**src/rtl/reset_ctrl.sv**
```systemverilog
// Board reset controller.
// Synchronises and debounces an active-low pushbutton, then sequences the
// Ethernet PHY reset and the SoC core reset. It also counts button-initiated
// reset sequences, saturating at 255.
module reset_ctrl #(
  parameter int SYNC_STAGES       = 2,
  parameter int DEBOUNCE_CYCLES   = 250000,
  parameter int PHY_HOLD_CYCLES   = 250000,
  parameter int CORE_DELAY_CYCLES = 25000
) (
  input  logic       clk,
  input  logic       rst_,
  input  logic       button,
  output logic       core_rst,
  output logic       phy_rst_,
  output logic       rst_done,
  output logic [7:0] btn_resets
);

  localparam int DEB_W   = $clog2(DEBOUNCE_CYCLES + 1);
  localparam int SEQ_MAX = (PHY_HOLD_CYCLES > CORE_DELAY_CYCLES) ? PHY_HOLD_CYCLES : CORE_DELAY_CYCLES;
  localparam int SEQ_W   = $clog2(SEQ_MAX + 1);

  localparam logic [DEB_W-1:0] DEB_LAST  = DEB_W'(DEBOUNCE_CYCLES - 1);
  localparam logic [SEQ_W-1:0] PHY_LAST  = SEQ_W'(PHY_HOLD_CYCLES - 1);
  localparam logic [SEQ_W-1:0] CORE_LAST = SEQ_W'(CORE_DELAY_CYCLES - 1);

  typedef enum logic [1:0] {
    PHY_RST   = 2'd0,
    CORE_WAIT = 2'd1,
    RUN       = 2'd2
  } state_t;

  logic [SYNC_STAGES-1:0] sync_reg;
  logic                   sync_out;
  logic                   deb_reg, deb_next;
  logic [DEB_W-1:0]       deb_cnt_reg, deb_cnt_next;
  logic                   press;
  state_t                 state_reg, state_next;
  logic [SEQ_W-1:0]       seq_cnt_reg, seq_cnt_next;
  logic [7:0]             btn_cnt_next;

  assign sync_out = sync_reg[SYNC_STAGES-1];

  // Button synchroniser chain; idles at 1 (released).
  always_ff @(posedge clk or negedge rst_) begin
    if (!rst_) begin
      sync_reg <= '1;
    end else begin
      sync_reg <= {sync_reg[SYNC_STAGES-2:0], button};
    end
  end

  // Debounce: count consecutive cycles where the synchronised level differs from deb.
  // A press is the 1->0 flip of deb, seen here one edge early so that
  // the FSM jumps to PHY_RST on the same edge that deb falls.
  always_comb begin
    deb_next     = deb_reg;
    deb_cnt_next = '0;
    press        = 1'b0;
    if (sync_out != deb_reg) begin
      if (deb_cnt_reg == DEB_LAST) begin
        deb_next = ~deb_reg;
        press    = deb_reg;
      end else begin
        deb_cnt_next = deb_cnt_reg + 1'b1;
      end
    end
  end

  // Reset sequencer next state. A press overrides any terminal-count move.
  always_comb begin
    state_next   = state_reg;
    seq_cnt_next = seq_cnt_reg;
    case (state_reg)
      PHY_RST: begin
        if (!deb_reg) begin
          seq_cnt_next = '0;
        end else if (seq_cnt_reg == PHY_LAST) begin
          state_next   = CORE_WAIT;
          seq_cnt_next = '0;
        end else begin
          seq_cnt_next = seq_cnt_reg + 1'b1;
        end
      end
      CORE_WAIT: begin
        if (seq_cnt_reg == CORE_LAST) begin
          state_next   = RUN;
          seq_cnt_next = '0;
        end else begin
          seq_cnt_next = seq_cnt_reg + 1'b1;
        end
      end
      RUN: begin
        seq_cnt_next = '0;
      end
      default: begin
        state_next   = PHY_RST;
        seq_cnt_next = '0;
      end
    endcase
    if (press) begin
      state_next   = PHY_RST;
      seq_cnt_next = '0;
    end
  end

  // Saturating count of button-initiated sequences.
  always_comb begin
    btn_cnt_next = btn_resets;
    if (press && (btn_resets != 8'hFF)) begin
      btn_cnt_next = btn_resets + 8'd1;
    end
  end

  // State, counters and outputs. Outputs are registered from the next state,
  // so they always match the state register and never see the button directly.
  always_ff @(posedge clk or negedge rst_) begin
    if (!rst_) begin
      deb_reg     <= 1'b1;
      deb_cnt_reg <= '0;
      state_reg   <= PHY_RST;
      seq_cnt_reg <= '0;
      btn_resets  <= 8'd0;
      phy_rst_    <= 1'b0;
      core_rst    <= 1'b1;
      rst_done    <= 1'b0;
    end else begin
      deb_reg     <= deb_next;
      deb_cnt_reg <= deb_cnt_next;
      state_reg   <= state_next;
      seq_cnt_reg <= seq_cnt_next;
      btn_resets  <= btn_cnt_next;
      phy_rst_    <= (state_next != PHY_RST);
      core_rst    <= (state_next != RUN);
      rst_done    <= (state_next == RUN);
    end
  end

endmodule

```
**config.mk**
```make
export PLATFORM = sky130hd
export DESIGN_NAME = reset_ctrl
export DESIGN_NICKNAME = d
export VERILOG_FILES = /design/src/rtl/reset_ctrl.sv
export SDC_FILE = /design/constraint.sdc
export NUM_CORES = 1
export LEC_CHECK = 0
export BUFFER_PORTS_ARGS = -buffer_cell sky130_fd_sc_hd__buf_2
export CORE_MARGIN = 5
export CORE_UTILIZATION = 60
export DETAILED_ROUTE_END_ITERATION = 7
export PLACE_DENSITY = 0.79
export SYNTH_ARGS = -nofsm -noshare
export SYNTH_HDL_FRONTEND = slang
export SYNTH_SLANG_ARGS = --single-unit
```
**constraint.sdc**
```tcl
create_clock -name clk -period 5.9 [get_ports clk]
set_clock_uncertainty 0.2 [all_clocks]
set_input_delay 0.59 -clock clk [delete_from_list [all_inputs] [get_ports clk]]
set_output_delay 0.59 -clock clk [all_outputs]
set_load 0.05 [all_outputs]
```
==> qor.yml <==
met3_usage: 0.04406
ys_ff_latch: 52
max_freq_mhz: 435.8
cp_max_fo: 18
seq_area_frac_synth: 0.5158
grt_pass1_wl_um: 7479
avgSynthCellArea_um2: 10.17
r2r-end: "seq_cnt_reg[6]"
path_class: "register to register"
numPortBuffers: 13
drive_above_1_share: 0.1423
cts_sinks: 52
grt_pass1_vias: 1730
p_sw_w: 0.0001213
endpoint_kind: "register"
fin_nets: 273
fin_util: 0.6768
dieArea_um2: 5620
met1_usage: 0.2126
sw_frac_of_total: 0.1996
cp_slowest_cell: "or4b_1"
finalHoldViolations: 0
grt_busiest_layer: "met2"
fin_setup_tns_ps: 0
cts_tree: "done"
fillerInstances: 324
routed_via_density: 5.599
hold_class: "register to register"
slew_headroom: 0.5373
r2r-start: "seq_cnt_reg[4]"
maxCapViolations: 0
pwr-share-clk: 0.384
gp_congestion: 0.7836
grt_max_degree: 53
start_util: 0.6241
ir_drop_v: 0.0001494
clock_latency_ps: 300
slowest_delay_ps: 550
slew_viol_final: 0
rrSetupSlack_ps: 3610
die_w_um: 74.97
yosys_warnings: 0
post_cts_resized: 0
arrival_ps: 2260
clk_pin_slew_ps: 90
start_kind: "register"
detailed_place_hpwl_um: 3037
antenna_cells: 0
routedWlPerCell_um: 13.44
r2r_cells: 5
core_area_um2: 4058
setup.worst_path.end: "seq_cnt_reg[6]"
drc: 0
finalPower_w: 0.0006076
ant_nets: 0
worstMarginPinSlew_ps: 687.7
cts.path.max_buffers: 2
power_density_nw_per_um2: 221.2
fin_crit_ps: 2295
rsz0062_at_grt: "no"
startpoint: "seq_cnt_reg[4]"
cts_made_buffers: 5
dpl.cell_count: 310
power_frac_comb: 0.021
whs_ps: 159.4
first_pass_iters: 4
cts-root-buf: "clkbuf_8"
drt_wl_total_um: 4262
antenna_found_initial: 0
grt_overflow_total: 0
use_met2: 0.2969
hold_buffers: 0
vias: 1775
synth_area_um2: 2532
setup_viol: 0
finalCritPeriodShare: 0.3889
netlist_instances: 249
io_pins: 14
p_seq_frac: 0.594
post-cts-setup-buffers: 0
required_ps: 5860
ys_types: 41
syn_to_final_growth_pct: 8.448
htreeDepth: 2
crit_chain: "or4b_1, and4bb_1, a21oi_2, o211ai_4, nor2_1"
rows: 23
syn-num-nets: 255
leakagePower_nw: 1.197
drtIter0Drc: 128
final_cells: 317
outcome: "finished, final reports clean"
chipHeight_um: 74.97
internal-power_w: 0.0004864
grt.total_usage: 0.1728
==> metal layers <==
| metal | vias up | share of wire |
|---|---|---|
| met2 | 28 | 0.49 |
| met5 | - | 0 |
| met3 | 6 | 0.032 |
| met1 | 854 | 0.46 |
| li1 | 887 | - |
| met4 | 0 | 0.013 |
==> worst max-delay path, delay by kind of cell, from the launching register on <==
family / cells / cell delay [ps]
AO/OA/AOI/OAI: 2 / 540
flip-flops: 1 / 430
AND/OR/NAND/NOR: 3 / 990
==> placed cells by master (no fill, tap or decap), drive strengths merged, types with 6 or more instances in the layout <==
master	n
and3	9
buf	14
clkbuf	6
dfrtp	48
nand2	20
nand3	21
nand4	11
nor2	51
nor3	6
xnor2	15
xor2	23
==> cell families (layout without fill, tap and decap cells) <==
family,count (synthesis),after routing,share of synthesized area
multiplexers,3,3,0.01285
buffers and inverters,6,24,0.01383
XOR/XNOR,38,38,0.1314
AO/OA/AOI/OAI,9,9,0.02866
AND/OR/NAND/NOR,138,138,0.2826
adder cells (fa/ha/maj),3,3,0.01482
flip-flops,52,52,0.5158
==> synth_stat cells <==
cell       n  area share
a211oi_1   1      0.0030
a21oi_1    3      0.0059
a21oi_2    1      0.0035
a31oi_1    1      0.0025
a41oi_1    1      0.0035
and2_1     3      0.0074
and2b_2    1      0.0035
and3_1     7       0.017
and3_2     2      0.0059
and4_1     1      0.0035
and4b_2    1      0.0044
and4bb_1   1      0.0049
and4bb_2   1      0.0049
buf_2      1      0.0020
buf_4      1      0.0030
buf_6      1      0.0044
dfrtp_1   48        0.47
dfstp_2    4       0.042
ha_1       3       0.015
inv_1      3      0.0044
mux2_2     2      0.0089
mux2i_1    1      0.0040
nand2_1   20       0.030
nand2b_1   1      0.0025
nand3_1   21       0.042
nand4_1   10       0.025
nand4_2    1      0.0049
nor2_1    51       0.076
nor3_1     6       0.012
nor3b_1    1      0.0030
nor4_1     3      0.0074
nor4_4     1      0.0084
nor4bb_1   1      0.0040
o211ai_4   1      0.0084
o21ai_0    1      0.0020
or2_2      2      0.0049
or4_1      1      0.0030
or4b_1     1      0.0040
or4b_4     1      0.0054
xnor2_1   15       0.052
xor2_1    23       0.080
==> stage by stage <==
stage                     worst slack (ps)  area, um^2
after floorplan                       3813        2532
after global placement                3640        2644
after detailed placement              3601        2644
after CTS                             3595        2746
after global routing                  3474        2746
final                                 3605        2746
==> power by group through the flow <==
stage               sequential, W  combinational, W  clock [W]
finish                   0.000361         0.0000129   0.000234
global route             0.000362         0.0000153   0.000251
global placement         0.000368         0.0000133          0
CTS                      0.000361         0.0000135   0.000239
floorplan                0.000368        0.00000469          0
detailed placement       0.000368         0.0000134          0
==> final cells by class <==
| class | instances | area [um^2] | area share |
|---|---|---|---|
| inverters | 3 | 11.26 | 0.004100 |
| well taps | 50 | 62.56 | 0.02278 |
| multi-input cells | 191 | 1191 | 0.4337 |
| flip-flops and latches | 52 | 1306 | 0.4756 |
| repair buffers | 14 | 72.57 | 0.02642 |
| clock buffers | 6 | 72.57 | 0.02642 |
| clock inverters | 1 | 30.03 | 0.01093 |
==> how the worst min path moves through the flow <==
stage                           start       endpoint  slack [ps]  cells past startpoint
after global placement    sync_reg[0]    sync_reg[1]         150                      0
after CTS                 sync_reg[0]    sync_reg[1]         160                      0
after global routing           button    sync_reg[0]         170                      1
final                     sync_reg[0]    sync_reg[1]         160                      0
after detailed placement  sync_reg[0]    sync_reg[1]         150                      0
after floorplan                  rst_  btn_resets[0]          90                      0
Note: power is estimated with default switching activity, not from simulation.
